--- config.mk ---
export PLATFORM = sky130hd
export DESIGN_NAME = serial_shift_controller
export DESIGN_NICKNAME = d
export VERILOG_FILES = /design/src/rtl/serial_shift_controller.sv
export SDC_FILE = /design/constraint.sdc
export NUM_CORES = 1
export LEC_CHECK = 0
export CAP_MARGIN = 20
export CORE_ASPECT_RATIO = 0.7
export CORE_MARGIN = 2
export CORE_UTILIZATION = 41
export CTS_CLUSTER_DIAMETER = 60
export CTS_CLUSTER_SIZE = 16
export DETAILED_ROUTE_END_ITERATION = 12
export GPL_TIMING_DRIVEN = 0
export PLACE_DENSITY = 0.8
export SETUP_SLACK_MARGIN = 0.05
export SLEW_MARGIN = 20
export SYNTH_ARGS = -nofsm -noshare
export SYNTH_HDL_FRONTEND = slang
export SYNTH_SLANG_ARGS = --single-unit
--- constraint.sdc ---
create_clock -name clk -period 1.55 [get_ports clk]
set_input_delay 0.465 -clock clk [delete_from_list [all_inputs] [get_ports clk]]
set_output_delay 0.465 -clock clk [all_outputs]
set_load 0.005 [all_outputs]
--- src/rtl/serial_shift_controller.sv ---
// Multi-cycle shifter: one data register shifted a position per cycle until the amount is used up.
// Optional build macro SERIAL_SHIFT_STRIDE4_EN lets SHIFT consume 4 positions per cycle while count>=4.
module serial_shift_controller #(
  parameter int N = 32,
  localparam int SW = $clog2(N)
) (
  input  logic          clk,
  input  logic          rst,
  input  logic          in_valid,
  output logic          in_ready,
  input  logic [1:0]    in_op,
  input  logic [N-1:0]  in_data,
  input  logic [SW-1:0] in_shamt,
  output logic          out_valid,
  input  logic          out_ready,
  output logic [N-1:0]  out_data,
  output logic          busy
);

  typedef enum logic [1:0] {
    S_IDLE  = 2'd0,
    S_SHIFT = 2'd1,
    S_DONE  = 2'd2
  } state_e;

  state_e        state_q, state_d;
  logic [N-1:0]  data_q, data_d;
  logic [1:0]    op_q, op_d;
  logic [SW-1:0] count_q, count_d;

  // One shift step of amt positions; op 11 falls into the SLL default.
  function automatic logic [N-1:0] shift_by(input logic [N-1:0] d, input logic [1:0] op,
                                            input logic [2:0] amt);
    logic [N-1:0] r;
    case (op)
      2'b01:   r = d >> amt;
      2'b10:   r = $signed(d) >>> amt;
      default: r = d << amt;
    endcase
    return r;
  endfunction

  assign in_ready  = (state_q == S_IDLE) & ~rst;
  assign out_valid = (state_q == S_DONE);
  assign out_data  = data_q;
  assign busy      = (state_q != S_IDLE);

  // Next-state logic. A zero amount spends one idle SHIFT cycle so latency is max(shamt,1).
  always_comb begin
    state_d = state_q;
    data_d  = data_q;
    op_d    = op_q;
    count_d = count_q;
    case (state_q)
      S_IDLE: begin
        if (in_valid && in_ready) begin
          data_d  = in_data;
          op_d    = in_op;
          count_d = in_shamt;
          state_d = S_SHIFT;
        end else begin
          state_d = S_IDLE;
        end
      end
      S_SHIFT: begin
`ifdef SERIAL_SHIFT_STRIDE4_EN
        if ({1'b0, count_q} >= (SW+1)'(4)) begin
          data_d  = shift_by(data_q, op_q, 3'd4);
          count_d = count_q - SW'(4);
        end else if (count_q != '0) begin
          data_d  = shift_by(data_q, op_q, 3'd1);
          count_d = count_q - SW'(1);
        end else begin
          count_d = count_q;
        end
        if (count_d == '0) begin
          state_d = S_DONE;
        end else begin
          state_d = S_SHIFT;
        end
`else
        if (count_q != '0) begin
          data_d  = shift_by(data_q, op_q, 3'd1);
          count_d = count_q - SW'(1);
        end else begin
          count_d = count_q;
        end
        if (count_q <= SW'(1)) begin
          state_d = S_DONE;
        end else begin
          state_d = S_SHIFT;
        end
`endif
      end
      S_DONE: begin
        if (out_ready) begin
          state_d = S_IDLE;
        end else begin
          state_d = S_DONE;
        end
      end
      default: state_d = S_IDLE;
    endcase
  end

  // State and datapath registers with synchronous reset.
  always_ff @(posedge clk) begin
    if (rst) begin
      state_q <= S_IDLE;
      data_q  <= '0;
      op_q    <= 2'b00;
      count_q <= '0;
    end else begin
      state_q <= state_d;
      data_q  <= data_d;
      op_q    <= op_d;
      count_q <= count_d;
    end
  end

endmodule
# Word-level counts from Yosys, hierarchy flattened
# Index checks and enable logic that the tools add are counted.
word_totals:
  ramBits: 0
  romBits: 0
  output_inout_bits: 35
  memories: 0
  reg_bits: 41
  input_bits: 43
  latch_bits: 0
classes:
  n_addsub: 1
  reduce_logical: 8
  mux: 11
  n_shift: 0
  mul: 0
  bitwise: 2
  n_eq_ne: 7
  div_mod_pow: 0
  magnitude_cmp: 1
op_table:
  columns: ["cell", "count"]
  rows:
  - ["32-bit one-hot mux with 2 select lines", 2]
  - ["32-bit 2-to-1 mux", 2]
  - ["5-bit 2-to-1 mux", 2]
  - ["5-bit one-hot mux with 2 select lines", 1]
  - ["2-bit one-hot mux with 3 select lines", 1]
  - ["5-bit by 1-bit less-or-equal comparator with 1-bit output (second input constant)", 1]
  - ["5-bit nonzero test", 1]
  - ["5-bit by 1-bit subtractor with 5-bit output (second input constant)", 1]
  - ["2-bit by 1-bit == test with 1-bit output (second input constant)", 2]
  - ["2-bit == test (second input constant)", 2]
  - ["2-bit 2-to-1 mux", 2]
  - ["2-bit inequality test (second input constant)", 2]
  - ["4-bit AND reduction", 1]
  - ["2-bit nonzero test", 2]
  - ["3-bit AND reduction", 1]
  - ["2-bit logical NOT", 1]
  - ["2-bit by 1-bit inequality test with 1-bit output (second input constant)", 1]
  - ["2-bit AND reduction", 1]
  - ["1-bit AND", 1]
  - ["1-bit logical AND", 1]
  - ["1-bit 2-to-1 mux", 1]
  - ["1-bit inverter", 1]

# Depth between registers and ports, before layout
# Gate-level depths: netlist (run 1).
depth:
  depth_word: 5
  depth_mapped: 7

# Least setup slack after synthesis (run 1)
# Ideal clock, no wire load.
synth_path:
  kind: "register to register"
  from: "register op_q[0]"
  to: "register data_q[17], in the netlist out_data[17]"
  required_time_ns: 1.480
  arrival_ns: 1.414
  stages_incl_launch_ff: 7
  path_buffers: 1
  setup_ns: 0.070
  slack_ns: 0.066
  cell_sequence: "dfxtp_1 -> inv_1 -> ha_1 -> nor3_2 -> buf_2 -> a221oi_1 -> o2bb2ai_1"
synth_via:
  elab_chain_cells: 4
synth_rtl:
  columns: ["element", "line", "rtl"]
  rows:
  - ["from (decl)", "28", "logic [1:0] op_q, op_d;"]
  - ["from (signal assigned)", "116", "op_q <= op_d;"]
  - ["2-bit == test or 2-bit by 1-bit == test with 1-bit output (tied branches)", "35", "case (op)"]
  - ["32-bit one-hot mux with 2 select lines *", "35", null]
  - ["32-bit 2-to-1 mux *", "82", "if (count_q != '0) begin"]
  - ["32-bit one-hot mux with 2 select lines *", "54", "case (state_q)"]
  - ["to (signal assigned)", "115", "data_q <= data_d;"]
  - ["to (decl)", "27", "logic [N-1:0] data_q, data_d;"]
# Every way passes the cells marked *; elsewhere a longest branch is shown, timed or not. The select of a mux whose other input is x is not followed.
# A chain may end at the register's enable or synchronous reset.

# Worst setup path in the final report (run 1)
layout_path:
  from: "register state_q[0]"
  to: "register data_q[10], in the netlist out_data[10]"
layout_via:
  elab_chain_cells: 5
layout_rtl:
  columns: ["element", "line", "rtl"]
  rows:
  - ["from (decl)", "26", "state_e state_q, state_d;"]
  - ["from (signal assigned)", "114", "state_q <= state_d;"]
  - ["2-bit logical NOT", "43, 54", null]
  - ["1-bit AND", "43", "assign in_ready = (state_q == S_IDLE) & ~rst;"]
  - ["1-bit logical AND", "56", "if (in_valid && in_ready) begin"]
  - ["2-bit by 1-bit inequality test with 1-bit output (no line)", null, null]
  - ["3-bit AND reduction (no line)", null, null]
# Several ways; a longest one is shown, not always the timed one.

==> flow_metrics.tcl, run 1 <==
set metrics [dict create \
    total_power_uw 5210 \
    start_util 0.425 \
    synth-seq-cells 41 \
    maxCapViolCount 0 \
    async_flop_share 0 \
    grt_usage 0.301 \
    syn-num-nets 276 \
    cp.arrival_ps 1850 \
    clkLatencyLatePin_ps 310 \
    cp_max_fo 7 \
    die-width_microns 92.2 \
    dr.pass1.iters 5 \
    fin_nets 405 \
    synth_flop_cell "dfxtp_1" \
    grt_pass1_vias 2663 \
    ioPinCount 78 \
    status "complete, but fails checks" \
    worstMarginPinSlew_ps 356 \
    powerDensity_nw_per_um2 1180 \
    clk_pin_slew_ps 80 \
    cts_tree "done" \
    diodes 0 \
    ys_warn_count 0 \
    ctsRootBufferMaster "clkbuf_8" \
    netlist_instances 228 \
    postSynthAreaPerCell_sq_um 9.79 \
    yosysMostFrequentCell "dfxtp_1" \
    final_util 0.836 \
    drt_iter0_drc 184 \
    reg2reg_depth 8 \
    synth.largest_area_cell "dfxtp_1" \
    rsz0062_at_grt "true" \
    grt_pass1_wl_microns 14100 \
    viasPerCell 6.30 \
    clock_sinks 41 \
    min_path_type "flop to flop" \
    ctsHoldBuffers 0 \
    hold_viol 0 \
    die-area_sq_um 6060 \
    synthDominantCellAreaShare 0.368 \
    fin_crit_sh 1.07 \
    grt_max_degree 13 \
    fin_area_sq_um 4390 \
    finalSetupViolations 37 \
    synth_edf_count 0 \
    htreeDepth 2 \
    startpoint_type "flop" \
    antenna_found_initial 0 \
    cp.required_ps 1740 \
    slew_violations 0 \
    hold-worst-slack_ps 502 \
    holdPathStages 1 \
    setup_ws_ps -104 \
    vias 2710 \
    place.gp.congestion 0.856 \
    num-fill-cells 258 \
    synth_commonest_cells "41 x dfxtp_1, 30 x and3_1, 30 x o2bb2ai_1" \
    fmax_ghz 0.605 \
    drive_above_1_share 0.615 \
    place_area_sq_um 3090 \
    area.growth.synth_to_final_pct 96.9 \
    wl_per_cell_microns 23.4 \
    drcViolationCount 0 \
    numPortBuffers 77 \
    wl_microns 10100 \
    yosys-top-cells-area "dfxtp_1 37%, o2bb2ai_1 12%, and3_1 8.4%, a221oi_1 7.8%, a221oi_2 6.7%" \
    ir_drop_uv 690 \
    die_h_microns 65.7 \
    synthesis.area_sq_um 2230 \
    cts_buffers 5 \
    yosysUniqueCellTypes 43 \
    seq_area_frac_synth 0.368 \
    fin_crit_ps 1650 \
    maxSlewHeadroom 0.760 \
    cellLeakagePower_uw 0.00177 \
    hpwl_microns 4510 \
    critical_path_class "flop to flop" \
    endpoint_kind "flop" \
    clock_skew_ps 9.94 \
    violations "setup timing" \
    row_count 22 \
    ant_nets 0 \
    grt-ovfl-total 0 \
    fin_setup_tns_ps -1870 \
    cts.path.max_buffers 2 \
    core-area_sq_um 5260 \
]
state kept, by name, summed over array words and instances (netlist names):
name	count
state_q	2
count_q	5
op_q	2
out_data	32
power by group:
part / leakage [uW] / switching, uW / internal [uW]
Sequential: 0.000355 / 217 / 1300
Combinational: 0.00135 / 1330 / 1430
Clock: 0.0000585 / 407 / 526
per-stage QoR:
| step | instances | setup slack [ps] |
|---|---|---|
| final | 430 | -104 |
| after global routing | 430 | -146 |
| after CTS | 427 | -59.3 |
| after detailed placement | 377 | -1020 |
| after global placement | 377 | -983 |
| after floorplan | 228 | 65.6 |
worst paths after layout:
check                           slack (ps)                         to                     start
worst max-delay path                  -100  out_data[10]$_SDFFE_PP0P_     state_q[0]$_SDFF_PP0_
worst min-delay path                   500   out_data[6]$_SDFFE_PP0P_  out_data[6]$_SDFFE_PP0P_
worst max register to register        -100  out_data[10]$_SDFFE_PP0P_     state_q[0]$_SDFF_PP0_
worst min register to register         500   out_data[6]$_SDFFE_PP0P_  out_data[6]$_SDFFE_PP0P_
repair_timing:
action                                  in CTS  in global routing
resized for setup                          209                 48
endpoints found under the setup margin      70                 41
pin swaps                                   35                 18
setup buffers                               38                  3
gates cloned                                 5                  0
critical path: stages (launching register included):
cell	delay (ps)
dfxtp_2	330
buf_6	110
buf_12	130
and2b_1	170
buf_6	150
buf_6	130
and3_4	190
a221oi_4	250
o2bb2ai_4	70
cell usage in the layout (no fill, tap or decap), drive strengths merged, types with 2 or more instances in the layout:
master / count
a211oi: 3
a21oi: 5
a221oi: 30
a31oi: 4
and3: 30
buf: 68
clkbuf: 11
clkdlybuf4s50: 40
dfxtp: 41
dlygate4sd2: 32
ha: 5
inv: 5
nand2: 9
nand2b: 2
nand3: 4
nor2: 12
nor3: 3
o21ai: 2
o22ai: 2
o2bb2ai: 30
or2: 2
layer usage:
metal,wire (microns),GRT usage,vias to the layer above
met5,0,0,-
met4,308,0.118,0
met3,730,0.0734,33
met2,4660,0.484,177
met1,4370,0.393,1322
li1,-,-,1178
area by class of cell:
class,instances,area (sq um),area share
multi-input cells,159,1900,0.431
repair buffers,122,1100,0.251
flip-flops and latches,41,893,0.203
plain buffers,23,273,0.0621
well taps,72,90.1,0.0205
clock buffers,7,86.3,0.0196
clock inverters,1,30.0,0.00683
inverters,5,21.3,0.00484
cell families (layout without fill, tap and decap cells):
kind of cell / after synthesis / in the layout / synth area share
DFF: 41 / 41 / 0.368
adders and majority gates: 5 / 5 / 0.0280
and+or+nand+nor: 69 / 69 / 0.186
AOI/OAI and AO/OA: 85 / 85 / 0.344
buffers and inverters: 28 / 158 / 0.0746
(Power assumes the default switching activity.)
==> run 2: changes to the inputs <==
--- a/config.mk
+++ b/config.mk
@@ -13,7 +13,7 @@
 export CTS_CLUSTER_SIZE = 16
 export DETAILED_ROUTE_END_ITERATION = 12
 export GPL_TIMING_DRIVEN = 0
-export PLACE_DENSITY = 0.8
+export PLACE_DENSITY = 0.77
 export SETUP_SLACK_MARGIN = 0.05
 export SLEW_MARGIN = 20
 export SYNTH_ARGS = -nofsm -noshare
==> flow_metrics.tcl, run 2 (synthesis results as in run 1) <==
set metrics [dict create \
    viasPerCell 5.99 \
    endpoint_kind "flop" \
    die-area_sq_um 6060 \
    maxCapViolCount 0 \
    start_util 0.425 \
    hpwl_microns 4590 \
    area.growth.synth_to_final_pct 86.9 \
    finalSetupViolations 31 \
    fin_crit_ps 1640 \
    cts.path.max_buffers 2 \
    powerDensity_nw_per_um2 1190 \
    num-fill-cells 279 \
    core-area_sq_um 5260 \
    worstMarginPinSlew_ps 335 \
    cp.arrival_ps 1820 \
    clock_sinks 41 \
    setup_ws_ps -85.3 \
    critical_path_class "flop to flop" \
    cellLeakagePower_uw 0.00173 \
    switching_share 0.350 \
    rsz0062_at_grt "true" \
    fin_setup_tns_ps -1370 \
    final_cell_mix "44 x buf_4, 40 x clkdlybuf4s50_1, 33 x dlygate4sd2_1, 30 x dfxtp_2, 28 x a221oi_2" \
    fin_nets 411 \
    ctsRootBufferMaster "clkbuf_8" \
    grt_pass1_wl_microns 13700 \
    startpoint_type "flop" \
    drive_above_1_share 0.566 \
    pre_cts_slack_ps -1000 \
    grt_max_degree 14 \
    wl_microns 8730 \
    rr_startpoint "state_q[0]$_SDFF_PP0_" \
    clkLatencyLatePin_ps 310 \
    violations "setup timing" \
    dp_cells 377 \
    row_count 22 \
    drt_iter0_drc 139 \
    clock_skew_ps 11.6 \
    grt-ovfl-total 0 \
    grt_pass1_vias 2641 \
    diodes 0 \
    min_path_type "flop to flop" \
    fmax_ghz 0.612 \
    fin_cells 436 \
    die_h_microns 65.7 \
    antenna_found_initial 0 \
    clockPowerShare 0.213 \
    largest_register_ffs 32 \
    htreeDepth 2 \
    vias 2612 \
    hold_viol 0 \
    p_seq_frac 0.299 \
    cp_max_fo 8 \
    clk_pin_slew_ps 90 \
    numPortBuffers 77 \
    dr.pass1.iters 4 \
    final_common_cell "buf_4" \
    cts_buffers 5 \
    ir_drop_uv 578 \
    fin_crit_sh 1.06 \
    startpoint "state_q[0]$_SDFF_PP0_" \
    hold-worst-slack_ps 502 \
    ant_nets 0 \
    wl_per_cell_microns 20.0 \
    cts_tree "done" \
    ctsHoldBuffers 0 \
    intPower_uw 3230 \
    hp-start "op_q[0]$_SDFFE_PP0P_" \
    place.gp.congestion 0.853 \
    maxSlewHeadroom 0.776 \
    ioPinCount 78 \
    switchingPower_uw 1740 \
    die-width_microns 92.2 \
    status "complete, but fails checks" \
    grt_usage 0.287 \
    slew_violations 0 \
    drcViolationCount 0 \
    final_util 0.793 \
    power_frac_comb 0.489 \
    cp.required_ps 1740 \
]
[run 2: path summary, 6_finish.rpt]
path	end	slack, ps	depth (start not counted)
max	out_data[10]$_SDFFE_PP0P_	-90	8
min	op_q[0]$_SDFFE_PP0P_	500	2
max reg2reg	out_data[10]$_SDFFE_PP0P_	-90	8
min reg2reg	op_q[0]$_SDFFE_PP0P_	500	2
[run 2: power by group through the flow]
stage / sequential [uW] / clock (uW) / combinational (uW)
6_report: 1490 / 1060 / 2430
5_1_grt: 1510 / 1100 / 2570
4_1_cts: 1460 / 1040 / 2240
3_5_place_dp: 1510 / 0 / 1490
3_3_place_gp: 1500 / 0 / 1470
2_1_floorplan: 1470 / 0 / 847
[run 2: final cells by class]
type	count	area, sq um	share of cell area
multi-input cells	159	1660	0.398
repair buffers	128	1150	0.275
flip-flops and latches	41	888	0.213
plain buffers	23	231	0.0555
well taps	72	90.1	0.0216
clock buffers	5	68.8	0.0165
clock inverters	3	65.1	0.0156
inverters	5	21.3	0.00510
[run 2: per-stage QoR]
stage	power (uW)	instance area, sq um
final	4980	4170
after global placement	2970	3090
after global routing	5180	4170
after detailed placement	3000	3090
after CTS	4740	4080
after floorplan	2310	2230
[run 2: critical path, cell delays in order (launching register included)]
cell and delay, ps:
dfxtp_2 330, buf_6 110, buf_8 130, and2b_1 170, buf_6 150, buf_6 140
and3_4 180, a221oi_2 200, o2bb2ai_1 110
[run 2: per-layer routing]
layer / vias to the layer above / track usage / share of wire
li1: 1186 / - / -
met1: 1277 / 0.391 / 0.44
met2: 128 / 0.460 / 0.47
met3: 21 / 0.0619 / 0.068
met4: 0 / 0.0896 / 0.019
met5: - / 0 / 0
[run 2: what timing repair did]
item / CTS / global route
buffers inserted: 44 / 0
pin swaps: 42 / 13
endpoints found under the setup margin: 70 / 39
gates cloned: 8 / 0
gates resized for setup: 197 / 20
